## src/rtl/audio_pkg.sv

```systemverilog
// Shared types and constants for the audio controller: mode encoding, bus widths,
// speed-level limits and command-key arbitration.
package audio_pkg;

  localparam int unsigned ADDR_W = 18;
  localparam int unsigned DATA_W = 16;
  localparam int unsigned LVL_W  = 4;

  localparam logic [LVL_W-1:0]  SPEED_NORMAL = 4'd7;
  localparam logic [LVL_W-1:0]  SPEED_MAX    = 4'd14;
  localparam logic [ADDR_W-1:0] ADDR_LAST    = '1;

  typedef enum logic [1:0] {
    ModeIdle   = 2'd0,
    ModeRecord = 2'd1,
    ModePlay   = 2'd2,
    ModePause  = 2'd3
  } mode_e;

  typedef enum logic [2:0] {
    KeyNone,
    KeyStop,
    KeyRecord,
    KeyPlay,
    KeyPause
  } key_e;

  // Only the highest-priority key survives; the FSM ignores it if it does not apply.
  function automatic key_e resolve_key(input logic stop, input logic record,
                                       input logic play, input logic pause);
    if (stop)        return KeyStop;
    else if (record) return KeyRecord;
    else if (play)   return KeyPlay;
    else if (pause)  return KeyPause;
    else             return KeyNone;
  endfunction

endpackage

```

## src/rtl/speed_map.sv

```systemverilog
// Combinational map from speed level (0..14) to player slow/fast step factors.
module speed_map
  import audio_pkg::*;
(
  input  logic [LVL_W-1:0] lvl,
  output logic [3:0]       slow,
  output logic [3:0]       fast
);

  always_comb begin
    slow = 4'd1;
    fast = 4'd1;
    if (lvl > SPEED_NORMAL) begin
      fast = lvl - 4'd6;
    end else if (lvl < SPEED_NORMAL) begin
      slow = 4'd8 - lvl;
    end
  end

endmodule

```

## src/rtl/audio_ctrl.sv

```systemverilog
// Record/play/pause controller with SRAM arbitration and frame-aligned speed control.
// Define AUDIO_CTRL_AUTOLOOP_EN to restart playback from address 0 instead of stopping.
module audio_ctrl
  import audio_pkg::*;
(
  input  logic              bclk,
  input  logic              rst_n,
  input  logic              key_record,
  input  logic              key_play,
  input  logic              key_pause,
  input  logic              key_stop,
  input  logic              key_faster,
  input  logic              key_slower,
  input  logic              interp_sel,
  input  logic              daclrc,
  input  logic [ADDR_W-1:0] play_addr,
  input  logic [ADDR_W-1:0] rec_addr,
  input  logic              rec_req,
  input  logic [DATA_W-1:0] rec_data,
  output logic              play,
  output logic              stop,
  output logic              record,
  output logic [3:0]        slow,
  output logic [3:0]        fast,
  output logic              slowmethod,
  output logic [ADDR_W-1:0] sram_addr,
  output logic              sram_we_n,
  output logic              sram_oe_n,
  output logic [DATA_W-1:0] sram_dq,
  output logic              sram_dq_oe,
  output logic [1:0]        mode,
  output logic [ADDR_W-1:0] end_addr
);

  mode_e             state_q, state_d;
  key_e              key;
  logic [LVL_W-1:0]  lvl_q, lvl_d;
  logic [3:0]        slow_q, fast_q, slow_map, fast_map;
  logic              slowmethod_q;
  logic [ADDR_W-1:0] end_addr_q, waddr_q;
  logic [DATA_W-1:0] dq_q;
  logic              we_n_q, dq_oe_q, daclrc_q;
  logic              daclrc_rise, wr_accept, play_end, loop_stop;

  assign key         = resolve_key(key_stop, key_record, key_play, key_pause);
  assign daclrc_rise = daclrc & ~daclrc_q;
  // A stop in the same cycle as a request aborts the write before it reaches the pins.
  assign wr_accept   = (state_q == ModeRecord) && rec_req && !key_stop;
  assign play_end    = daclrc_rise && (play_addr >= end_addr_q);

  speed_map u_speed_map (
    .lvl  (lvl_q),
    .slow (slow_map),
    .fast (fast_map)
  );

  always_comb begin
    lvl_d = lvl_q;
    if (key_faster && !key_slower && lvl_q != SPEED_MAX) begin
      lvl_d = lvl_q + 4'd1;
    end else if (key_slower && !key_faster && lvl_q != '0) begin
      lvl_d = lvl_q - 4'd1;
    end
  end

  always_comb begin
    state_d = state_q;
    unique case (state_q)
      ModeIdle: begin
        if (key == KeyRecord)    state_d = ModeRecord;
        else if (key == KeyPlay) state_d = ModePlay;
      end
      ModeRecord: begin
        if (key == KeyStop)                            state_d = ModeIdle;
        else if (wr_accept && rec_addr == ADDR_LAST)   state_d = ModeIdle;
      end
      ModePlay: begin
        if (key == KeyStop)       state_d = ModeIdle;
        else if (key == KeyPause) state_d = ModePause;
`ifndef AUDIO_CTRL_AUTOLOOP_EN
        else if (play_end)        state_d = ModeIdle;
`endif
      end
      ModePause: begin
        if (key == KeyStop)      state_d = ModeIdle;
        else if (key == KeyPlay) state_d = ModePlay;
      end
      default: state_d = ModeIdle;
    endcase
  end

`ifdef AUDIO_CTRL_AUTOLOOP_EN
  logic loop_q;

  always_ff @(negedge bclk) begin
    if (!rst_n) begin
      loop_q <= 1'b0;
    end else begin
      loop_q <= (state_q == ModePlay) && (state_d == ModePlay) && (key == KeyNone) && play_end;
    end
  end

  assign loop_stop = loop_q && (state_q == ModePlay);
`else
  assign loop_stop = 1'b0;
`endif

  always_ff @(negedge bclk) begin
    if (!rst_n) begin
      state_q      <= ModeIdle;
      lvl_q        <= SPEED_NORMAL;
      slow_q       <= 4'd1;
      fast_q       <= 4'd1;
      slowmethod_q <= 1'b0;
      end_addr_q   <= '0;
      waddr_q      <= '0;
      dq_q         <= '0;
      we_n_q       <= 1'b1;
      dq_oe_q      <= 1'b0;
      daclrc_q     <= 1'b0;
    end else begin
      state_q  <= state_d;
      lvl_q    <= lvl_d;
      daclrc_q <= daclrc;
      we_n_q   <= ~wr_accept;
      dq_oe_q  <= wr_accept;
      if (wr_accept) begin
        dq_q       <= rec_data;
        waddr_q    <= rec_addr;
        end_addr_q <= rec_addr;
      end
      // Speed changes land only on frame boundaries so the player never splits a frame.
      if (daclrc_rise) begin
        slow_q       <= slow_map;
        fast_q       <= fast_map;
        slowmethod_q <= interp_sel && (lvl_q < SPEED_NORMAL);
      end
    end
  end

  always_comb begin
    play      = 1'b0;
    stop      = 1'b1;
    record    = 1'b0;
    sram_oe_n = 1'b1;
    sram_addr = '0;
    unique case (state_q)
      ModeIdle: ;
      ModeRecord: begin
        record    = 1'b1;
        sram_addr = rec_addr;
      end
      ModePlay: begin
        play      = 1'b1;
        stop      = loop_stop;
        sram_oe_n = 1'b0;
        sram_addr = loop_stop ? '0 : play_addr;
      end
      ModePause: begin
        stop      = 1'b0;
        sram_oe_n = 1'b0;
        sram_addr = play_addr;
      end
      default: ;
    endcase
    // A registered write keeps its own address, even if the FSM has just left RECORD.
    if (!we_n_q) sram_addr = waddr_q;
  end

  assign sram_we_n  = we_n_q;
  assign sram_dq_oe = dq_oe_q;
  assign sram_dq    = dq_q;
  assign slow       = slow_q;
  assign fast       = fast_q;
  assign slowmethod = slowmethod_q;
  assign mode       = state_q;
  assign end_addr   = end_addr_q;

endmodule
```

## config.mk

```make
export PLATFORM = sky130hd
export DESIGN_NAME = audio_ctrl
export DESIGN_NICKNAME = d
export VERILOG_FILES = /design/src/rtl/audio_pkg.sv /design/src/rtl/speed_map.sv /design/src/rtl/audio_ctrl.sv
export SDC_FILE = /design/constraint.sdc
export NUM_CORES = 1
export LEC_CHECK = 0
export ABC_AREA = 1
export BUFFER_PORTS_ARGS = -buffer_cell sky130_fd_sc_hd__clkbuf_2
export CORE_MARGIN = 5
export CORE_UTILIZATION = 51
export DETAILED_ROUTE_END_ITERATION = 10
export HOLD_SLACK_MARGIN = 0.06
export PLACE_DENSITY = 0.94
export SLEW_MARGIN = 20
export SYNTH_ARGS = -nofsm -noshare
export SYNTH_HDL_FRONTEND = slang
export SYNTH_SLANG_ARGS = --single-unit
```

## constraint.sdc

```tcl
create_clock -name bclk -period 4.9 [get_ports bclk]
set_input_delay 0.49 -clock bclk [delete_from_list [all_inputs] [get_ports bclk]]
set_output_delay 0.49 -clock bclk [all_outputs]
set_load 0.02 [all_outputs]
```

==> results.yml <==
outcome:
  status: "finished clean"
placement:
  hpwlAfterDp_mm: 6.858
  place_congestion: 0.8876
  portBuffers: 131
sta:
  finalMaxSlewViolations: 0
  tns_ps: 0
  tightest_slew_ps: 438.5
  finClkSkew_ps: 23.71
  setup_viol: 0
  hold_viol: 0
  slew-limit-headroom_pct: 70.77
  rsz0062_at_grt: "false"
die:
  dieArea_um2: 7498
  start_util_pct: 53.35
  rows: 27
  core_area_um2: 5608
  io_pins: 132
  die_w_um: 86.59
  die_h_um: 86.59
critical_path:
  end_kind: "output pin"
  worstSetupPathType: "reg -> out"
  crit_path_start_kind: "flip-flop"
  r2r_cells: 13
  arrival_ps: 4180
  worst-endpoint-required_ps: 4410
  cp_max_fo: 19
global_routing:
  grt.overflow.total: 0
  grt_pass1_vias: 3583
  antenna_found_initial: 0
  grt_max_degree: 37
  grt_usage_pct: 24.48
  grt_pass1_wl_mm: 14.90
synthesis:
  yosysTopAreaCellShare_pct: 34.80
  ys_seq_area_share_pct: 34.80
  ys_ff_latch: 52
  yosys.area.top_type: "dfxtp_1"
  synthCells: 407
  avgSynthCellArea_um2: 7.350
  synth_nets: 496
  synthFlopType: "dfxtp_1"
  synth_cell_types: 35
  netlist_top_cells_area: "dfxtp_1 (35%), nand2_1 (14%), ha_1 (10%), a21oi_1 (6.9%), inv_1 (6.1%)"
  synth_edf_count: 0
  yosysWarnings: 0
  syn-cell-area_um2: 2992
  ys_async_sr_fraction_pct: 0
flow_run:
  maxCapViolCount: 0
clock_tree:
  cts.clk_slew.worst_paths_ps: 40
  clockBufferDepth: 2
  h-tree-depth: 2
  post-cts-setup-buffer-count: 0
  cts_root_buf: "clkbuf_8"
  cts_buffers: 5
  clock_latency_ps: 390
  cts_tree: "yes"
  clock-sinks: 52
cells_and_area:
  fin_nets: 672
  area.growth.synth_to_final_pct: 32.00
  fillers: 486
  multiInputGateArea_um2: 1632
  diodes: 0
  final_cell_mix: "clkbuf_2 (131), nand2_1 (112), inv_1 (100)"
  register_area_um2: 1041
  drive_above_1_share_pct: 27.40
  final_common_cell: "clkbuf_2"
pwr:
  p_leak_uw: 0.002270
  peakVddDrop_uv: 213.6
  p_per_area_nw_per_um2: 279.0
  power_uw: 1102
routing:
  totalWireLength_mm: 9.110
  drtAntennaViolNets: 0
  first_iter_violations: 145
  dr.pass1.iters: 4
  viasPerCell: 5.230
  routedWlPerCell_um: 13.89
  post-route-drc-count: 0
  dr_total_vias: 3431
hold_path:
  hold_depth: 2
  hp-class: "reg -> reg"
-- layer usage --
layer	global-route usage [%]	wire, um
met1	25.79	3622
met2	41.52	4334
met3	10.36	926
met4	12.61	227
met5	0	0
-- worst max-delay path, cell delays in order, from the launching register on --
cell and delay, ps:
dfxtp_1 420, nand2_2 120, clkinvlp_4 290, nand2_1 100, a22oi_1 200, clkbuf_2 210
-- registers in the layout, indices dropped and copies added, names as in the netlist --
name	flops
slowmethod	1
sram_dq	16
waddr_q	18
lvl_q	4
sram_dq_oe	1
sram_we_n	1
daclrc_q	1
mode	2
fast	4
slow	4
-- cell usage after synthesis (4+ instances only) --
cell type    n
nor3_1       5
dfxtp_1     52
o22ai_2      5
ha_1        25
buf_6        5
buf_2        7
nand3_1     25
nand2_1    112
o21ai_0     11
o21ai_1      5
clkbuf_1     4
a22oi_1     18
a21oi_1     41
nor2_1      16
inv_1       49
-- where the power goes --
| group | internal (uW) | switching, uW |
|---|---|---|
| logic | 75.6 | 127 |
| registers | 439 | 16.2 |
| clock network | 165 | 279 |
-- final cells by class --
type	instances	share of cell area, %
Clock inverter	55	5.735
Inverter	53	5.196
Clock buffer	5	1.743
Tap cell	72	2.281
Multi-Input combinational cell	284	41.32
Sequential cell	52	26.36
Timing Repair Buffer	135	17.36
-- final timing paths --
check / start / endpoint / slack [ps]
worst min-delay path: slow[0] / slow[0] / 450
worst max-delay path: mode[0] / sram_addr[0] / 230
worst max register to register: lvl_q[0] / lvl_q[3] / 2740
worst min register to register: slow[0] / slow[0] / 450
-- through the flow --
step                      hold slack, ps  std cells  area [um^2]  setup WS, ps  utilization, %
after CTS                          455.3        656         3945         101.4           70.35
after global routing               486.6        656         3949         103.1           70.42
final                              450.7        656         3949         231.0           70.42
after global placement             444.5        597         3654         556.2           65.15
after detailed placement           446.3        597         3654         395.0           65.15
after floorplan                    509.7        407         2992         499.3               -
-- cells by family after synthesis --
group                      share of synthesized area [%]
buffers and inverters                              10.67
xor gates and xnor gates                          0.2928
adders and majority gates                          11.13
DFF                                                34.80
and+or+nand+nor                                    24.59
AOI/OAI and AO/OA                                  18.53
-- what timing repair did --
action	CTS	global route
resized for setup	0	1
setup endpoints to repair	0	14
hold buffers	0	0
(Power assumes the default switching activity.)
